**src/rtl/hazard_unit_if.sv**
```systemverilog
// Decode-side fields and hazard-control results exchanged between the
// pipeline top and the hazard unit.
interface hazard_unit_if #(
  parameter int REG_W = 5,
  parameter int CNT_W = 16
);
  logic             id_valid;
  logic [REG_W-1:0] id_rs;
  logic [REG_W-1:0] id_rt;
  logic             id_uses_rt;
  logic             id_reg_write;
  logic             id_mem_read;
  logic [REG_W-1:0] id_dest;
  logic             br_taken;
  logic             stall;
  logic [2:0]       flush;
  logic [1:0]       fwd_a;
  logic [1:0]       fwd_b;
  logic [CNT_W-1:0] stall_cnt;
  logic [CNT_W-1:0] flush_cnt;

  // Pipeline side: supplies decode fields, consumes hazard controls.
  modport master (
    output id_valid, id_rs, id_rt, id_uses_rt, id_reg_write, id_mem_read,
           id_dest, br_taken,
    input  stall, flush, fwd_a, fwd_b, stall_cnt, flush_cnt
  );

  // Hazard unit side.
  modport slave (
    input  id_valid, id_rs, id_rt, id_uses_rt, id_reg_write, id_mem_read,
           id_dest, br_taken,
    output stall, flush, fwd_a, fwd_b, stall_cnt, flush_cnt
  );
endinterface

```
**src/rtl/hazard_unit.sv**
```systemverilog
// Hazard control for the five-stage pipeline: tracks destinations held in
// ID/EX and EX/MEM, raises a one-bubble load-use stall, registers the EX
// forwarding selects, flushes wrong-path latches on a taken branch and
// counts stall/flush cycles with saturating counters.
module hazard_unit #(
  parameter int REG_W        = 5,
  parameter int CNT_W        = 16,
  parameter int BRANCH_STAGE = 3   // 2 = EX resolves, 3 = MEM resolves
) (
  input  logic          clk,
  input  logic          reset,
  hazard_unit_if.slave  bus
);

  // EX tracker mirrors ID/EX; the load flag is needed only here because
  // load-use is detected against the instruction directly ahead of ID.
  typedef struct packed {
    logic             v;
    logic [REG_W-1:0] dst;
    logic             rw;
    logic             mr;
  } trk_ex_t;

  // MEM tracker mirrors EX/MEM; its result is already forwardable.
  typedef struct packed {
    logic             v;
    logic [REG_W-1:0] dst;
    logic             rw;
  } trk_mem_t;

  localparam logic [2:0] FLUSH_VEC = (BRANCH_STAGE == 3) ? 3'b111 : 3'b011;

  trk_ex_t          tex_q, tex_d;
  trk_mem_t         tmem_q, tmem_d;
  logic [1:0]       fwd_a_q, fwd_a_d;
  logic [1:0]       fwd_b_q, fwd_b_d;
  logic [CNT_W-1:0] stall_cnt_q, stall_cnt_d;
  logic [CNT_W-1:0] flush_cnt_q, flush_cnt_d;
  logic             stall_c;
  logic [2:0]       flush_c;
  logic [1:0]       fwd_a_next, fwd_b_next;

  // A producer matches r only if it is live, writes, and is not $0.
  function automatic logic hit(input logic v, input logic rw,
                               input logic [REG_W-1:0] dst,
                               input logic [REG_W-1:0] r);
    return v & rw & (dst != '0) & (dst == r);
  endfunction

  // Increment that sticks at all-ones instead of wrapping.
  function automatic logic [CNT_W-1:0] sat_inc(input logic [CNT_W-1:0] c);
    return (c == '1) ? c : c + CNT_W'(1);
  endfunction

  // Hazard detection, forwarding selection and next tracker/counter state.
  always_comb begin
    flush_c    = bus.br_taken ? FLUSH_VEC : 3'b000;
    // A taken branch squashes the would-be consumer, so it never stalls.
    stall_c    = bus.id_valid & ~bus.br_taken & tex_q.mr &
                 (hit(tex_q.v, tex_q.rw, tex_q.dst, bus.id_rs) |
                  (bus.id_uses_rt & hit(tex_q.v, tex_q.rw, tex_q.dst, bus.id_rt)));

    // Newer producer (EX) takes priority over the older one (MEM).
    fwd_a_next = 2'b00;
    if (hit(tex_q.v, tex_q.rw, tex_q.dst, bus.id_rs))
      fwd_a_next = 2'b10;
    else if (hit(tmem_q.v, tmem_q.rw, tmem_q.dst, bus.id_rs))
      fwd_a_next = 2'b01;

    fwd_b_next = 2'b00;
    if (bus.id_uses_rt) begin
      if (hit(tex_q.v, tex_q.rw, tex_q.dst, bus.id_rt))
        fwd_b_next = 2'b10;
      else if (hit(tmem_q.v, tmem_q.rw, tmem_q.dst, bus.id_rt))
        fwd_b_next = 2'b01;
    end

    // A bubble entering EX carries no forwarding.
    if (stall_c | flush_c[1] | ~bus.id_valid) begin
      fwd_a_d = 2'b00;
      fwd_b_d = 2'b00;
    end else begin
      fwd_a_d = fwd_a_next;
      fwd_b_d = fwd_b_next;
    end

    if (stall_c | flush_c[1])
      tex_d = '0;
    else
      tex_d = '{v: bus.id_valid, dst: bus.id_dest,
                rw: bus.id_reg_write, mr: bus.id_mem_read};

    if (flush_c[2])
      tmem_d = '0;
    else
      tmem_d = '{v: tex_q.v, dst: tex_q.dst, rw: tex_q.rw};

    stall_cnt_d = stall_c      ? sat_inc(stall_cnt_q) : stall_cnt_q;
    flush_cnt_d = bus.br_taken ? sat_inc(flush_cnt_q) : flush_cnt_q;
  end

  // Tracker, forwarding-select and counter registers; reset clears validity.
  always_ff @(posedge clk) begin
    if (reset) begin
      tex_q.v     <= 1'b0;
      tmem_q.v    <= 1'b0;
      fwd_a_q     <= 2'b00;
      fwd_b_q     <= 2'b00;
      stall_cnt_q <= '0;
      flush_cnt_q <= '0;
    end else begin
      tex_q       <= tex_d;
      tmem_q      <= tmem_d;
      fwd_a_q     <= fwd_a_d;
      fwd_b_q     <= fwd_b_d;
      stall_cnt_q <= stall_cnt_d;
      flush_cnt_q <= flush_cnt_d;
    end
  end

  assign bus.stall     = stall_c;
  assign bus.flush     = flush_c;
  assign bus.fwd_a     = fwd_a_q;
  assign bus.fwd_b     = fwd_b_q;
  assign bus.stall_cnt = stall_cnt_q;
  assign bus.flush_cnt = flush_cnt_q;

endmodule

```
**src/flat_wrapper.sv**
```systemverilog
// flat-port wrapper written by rule: the top's interface ports become plain ports
module hazard_unit_flat 
#(
  parameter int REG_W        = 5,
  parameter int CNT_W        = 16,
  parameter int BRANCH_STAGE = 3                                       
)
  (clk, reset, bus_id_valid, bus_id_rs, bus_id_rt, bus_id_uses_rt, bus_id_reg_write, bus_id_mem_read, bus_id_dest, bus_br_taken, bus_stall, bus_flush, bus_fwd_a, bus_fwd_b, bus_stall_cnt, bus_flush_cnt);
  hazard_unit_if #(.REG_W(REG_W), .CNT_W(CNT_W)) bus_i ();
  input  logic clk;
  input  logic reset;
  input wire logic [$bits(bus_i.id_valid)-1:0] bus_id_valid;
  input wire logic [$bits(bus_i.id_rs)-1:0] bus_id_rs;
  input wire logic [$bits(bus_i.id_rt)-1:0] bus_id_rt;
  input wire logic [$bits(bus_i.id_uses_rt)-1:0] bus_id_uses_rt;
  input wire logic [$bits(bus_i.id_reg_write)-1:0] bus_id_reg_write;
  input wire logic [$bits(bus_i.id_mem_read)-1:0] bus_id_mem_read;
  input wire logic [$bits(bus_i.id_dest)-1:0] bus_id_dest;
  input wire logic [$bits(bus_i.br_taken)-1:0] bus_br_taken;
  output wire logic [$bits(bus_i.stall)-1:0] bus_stall;
  output wire logic [$bits(bus_i.flush)-1:0] bus_flush;
  output wire logic [$bits(bus_i.fwd_a)-1:0] bus_fwd_a;
  output wire logic [$bits(bus_i.fwd_b)-1:0] bus_fwd_b;
  output wire logic [$bits(bus_i.stall_cnt)-1:0] bus_stall_cnt;
  output wire logic [$bits(bus_i.flush_cnt)-1:0] bus_flush_cnt;
  assign bus_i.id_valid = bus_id_valid;
  assign bus_i.id_rs = bus_id_rs;
  assign bus_i.id_rt = bus_id_rt;
  assign bus_i.id_uses_rt = bus_id_uses_rt;
  assign bus_i.id_reg_write = bus_id_reg_write;
  assign bus_i.id_mem_read = bus_id_mem_read;
  assign bus_i.id_dest = bus_id_dest;
  assign bus_i.br_taken = bus_br_taken;
  assign bus_stall = bus_i.stall;
  assign bus_flush = bus_i.flush;
  assign bus_fwd_a = bus_i.fwd_a;
  assign bus_fwd_b = bus_i.fwd_b;
  assign bus_stall_cnt = bus_i.stall_cnt;
  assign bus_flush_cnt = bus_i.flush_cnt;
  hazard_unit #(.REG_W(REG_W), .CNT_W(CNT_W), .BRANCH_STAGE(BRANCH_STAGE)) u_core (.clk(clk), .reset(reset), .bus(bus_i));
endmodule
```
**config.mk**
```make
export PLATFORM = sky130hd
export DESIGN_NAME = hazard_unit_flat
export DESIGN_NICKNAME = d
export VERILOG_FILES = /design/src/rtl/hazard_unit_if.sv /design/src/rtl/hazard_unit.sv /design/src/flat_wrapper.sv
export SDC_FILE = /design/constraint.sdc
export NUM_CORES = 1
export LEC_CHECK = 0
export BUFFER_PORTS_ARGS = -buffer_cell sky130_fd_sc_hd__buf_2
export CORE_MARGIN = 1
export CORE_UTILIZATION = 30
export DETAILED_ROUTE_END_ITERATION = 8
export GPL_TIMING_DRIVEN = 0
export PLACE_DENSITY_LB_ADDON = 0.05
export SLEW_MARGIN = 20
export SYNTH_ARGS = -nofsm -noshare
export SYNTH_HDL_FRONTEND = slang
export SYNTH_SLANG_ARGS = --single-unit
```
**constraint.sdc**
```tcl
create_clock -name clk -period 3.1 [get_ports clk]
set_clock_uncertainty 0.15 [all_clocks]
set_input_delay 0.62 -clock clk [delete_from_list [all_inputs] [get_ports clk]]
set_output_delay 0.62 -clock clk [all_outputs]
set_load 0.005 [all_outputs]
```
==> flow_summary.json <==
{
  "p_sw_mw": 0.2928,
  "hold_slack_ns": 0.3367,
  "syn_area_mm2": 0.002525,
  "numClockSinks": 51,
  "cts_max_path_buffers": 2,
  "drt-wirelength-per-cell_um": 13.82,
  "wl_um": 6055,
  "ys_warn_count": 0,
  "synth_common_cells": "38 x dfxtp_1, 27 x nor2_1, 26 x xor2_1",
  "area_growth_pct": 22.35,
  "grt_pass1_vias": 2026,
  "switching_share": 0.2155,
  "postPlaceCellArea_mm2": 0.002957,
  "synth_edf_count": 13,
  "async_reset_ff_frac": 0,
  "core_area_mm2": 0.008175,
  "ant_nets": 0,
  "clock.fmax_mhz": 347.2,
  "ios": 62,
  "route.top_layer_used": "met4",
  "fin_setup_tns_ns": 0,
  "worstMarginPinSlew_ns": 0.7867,
  "ys_seq_area_frac": 0.4559,
  "cts_resized": 0,
  "antenna_found_initial": 0,
  "num_vias": 2112,
  "grt_pass1_wl_um": 10060,
  "p_per_area_mw_per_mm2": 439.9,
  "rsz0062_at_grt": "no",
  "synth.top_cell.area_share": 0.3013,
  "cp-end-kind": "output pin",
  "wl_met1_um": 2917,
  "final_layout_size_suffix_gt1_frac": 0.2402,
  "synthSimpleGateAreaFrac": 0.2691,
  "drc": 0,
  "num_rows": 33,
  "final_hold_viol_count": 0,
  "cts_hold_buf": 0,
  "grt_remaining_overflow": 0,
  "combPwrFrac": 0.070,
  "clk_pin_slew_ns": 0.09,
  "fin_crit_sh": 0.9291,
  "drv_cap": 0,
  "grtUsageTotal": 0.1482,
  "synthAdderAreaFrac": 0.009911,
  "max_slew_margin": 0.4744,
  "min_path_type": "flip-flop to flip-flop",
  "clk_latency_ns": 0.31,
  "firstDrtPassIters": 5,
  "avgViaCountPerCell": 4.822,
  "netlist-cell-type-count": 49,
  "nNetsFinal": 356,
  "cts-root-buf": "clkbuf_8",
  "synthMuxAreaShare": 0.01635,
  "setup_violations": 0,
  "cp_max_fo": 8,
  "synthFlopType": "dfxtp_1",
  "place_hpwl_um": 4619,
  "synth_top_cells_by_area": "dfxtp_1 30%, edfxtp_1 15%, xor2_1 9.0%",
  "htreeDepth": 2,
  "pwr-share-seq": 0.528,
  "syn_nets": 289,
  "cts_tree": "built",
  "final_area_mm2": 0.003089,
  "p_int_mw": 1.066,
  "period_minus_slack_ns": 2.880,
  "synth_compound_area_frac": 0.09713,
  "p_leak_nw": 1.244,
  "p_clk_frac": 0.403,
  "syn_area_per_cell_um2": 9.528,
  "synth_top_family_by_area": "simple AND/OR/NAND/NOR gates",
  "fp.dieArea_mm2": 0.008787,
  "start_kind": "flip-flop",
  "gp_congestion": 0.7860,
  "die-height_um": 93.74,
  "yosysMostFrequentCell": "dfxtp_1",
  "ys_ff_latch": 51,
  "numCtsBuffers": 5,
  "synthCells": 265,
  "crit_required_ns": 2.33,
  "die_w_um": 93.74,
  "synthXorXnorAreaFrac": 0.1214,
  "path_class": "flip-flop to output pin",
  "io_buffers": 60,
  "run_status": "completed",
  "grt_max_degree": 18,
  "drt_iter0_drc": 45,
  "initial_core_util": 0.3088,
  "wl_met2_um": 2737,
  "num_antenna_cells": 0,
  "yosysTopAreaCell": "dfxtp_1",
  "worstPathArrival_ns": 2.11,
  "slew_violations": 0,
  "dr_wl_met3_um": 313,
  "cts_setup_buffers": 0,
  "peakVddDrop_v": 0.0001756
}
==> cell families after synthesis <==
family / count (synthesis)
AND/OR/NAND/NOR: 124
XOR/XNOR: 35
adder cells (fa/ha/maj): 2
buffers and inverters: 15
AO/OA/AOI/OAI: 34
multiplexers: 4
flip-flops: 51
==> stage by stage <==
step | worst slack, ns | cells | power, mW | utilization
floorplan | 0.7326 | 265 | 0.7865 | -
finish | 0.2199 | 438 | 1.359 | 0.3779
global route | 0.05581 | 438 | 1.424 | 0.3779
detailed placement | 0.3162 | 430 | 0.8291 | 0.3616
global placement | 0.3129 | 430 | 0.8286 | 0.3616
CTS | 0.1996 | 438 | 1.385 | 0.3779
==> cell type report <==
cell class	count	area, um2
buffer	10	57.56
clock buffer	6	72.57
clock inverter	2	60.06
fill	888	5086
inverter	5	18.77
multi-input combinational	199	1297
sequential	51	1151
tap	105	131.4
timing repair buffer	60	300.3
==> flip-flops by register name, indices dropped and copies added, names as in the netlist <==
signal                cells
u_core.bus.flush_cnt     16
u_core.bus.stall_cnt     16
u_core.tex_q              8
u_core.tmem_q             7
u_core.bus.fwd_a          2
u_core.bus.fwd_b          2
==> metal layers <==
| metal | vias to the layer above | track usage |
|---|---|---|
| li1 | 1096 | - |
| met1 | 956 | 0.1946 |
| met2 | 52 | 0.2372 |
| met3 | 8 | 0.03560 |
| met4 | 0 | 0.04872 |
| met5 | - | 0 |
==> worst max-delay path, cell delays in order, from the launching register on <==
cell and delay (ns):
edfxtp_1 0.47, xor2_1 0.20, nor4_2 0.42, and4_4 0.33, o21ai_4 0.07, inv_2 0.17, buf_2 0.15
==> cells in the final DEF (no fill, tap or decap), types with 3 or more instances in the layout <==
cell type	count
buf_2	61
dfxtp_1	38
nor2_1	27
xor2_1	26
nand2_1	14
edfxtp_1	13
nand4_1	12
nand3_1	12
a21oi_1	10
xnor2_1	9
nor3_1	9
and2_1	9
and3_1	7
nor4_1	7
nor2b_1	7
o21ai_1	6
clkbuf_1	5
clkbuf_8	5
inv_1	4
or3_1	4
or4_1	3
o211ai_1	3
and4_1	3
mux2i_1	3
buf_4	3
==> power groups by stage <==
stage / Combinational (mW) / Sequential (mW) / Clock, mW
3_5_place_dp: 0.0965 / 0.733 / 0
2_1_floorplan: 0.0590 / 0.727 / 0
4_1_cts: 0.0969 / 0.717 / 0.571
5_1_grt: 0.107 / 0.720 / 0.597
3_3_place_gp: 0.0954 / 0.733 / 0
6_report: 0.0946 / 0.717 / 0.547
==> worst paths after layout <==
path	from	to	slack [ns]	cells past startpoint
setup / recovery	u_core.tex_q[3]	bus_stall	0.22	6
hold / removal	u_core.tex_q[0]	u_core.bus.fwd_b[1]	0.34	1
setup reg to reg	u_core.tex_q[2]	u_core.bus.fwd_b[0]	0.62	8
hold reg to reg	u_core.tex_q[0]	u_core.bus.fwd_b[1]	0.34	1
(Power assumes the default switching activity.)
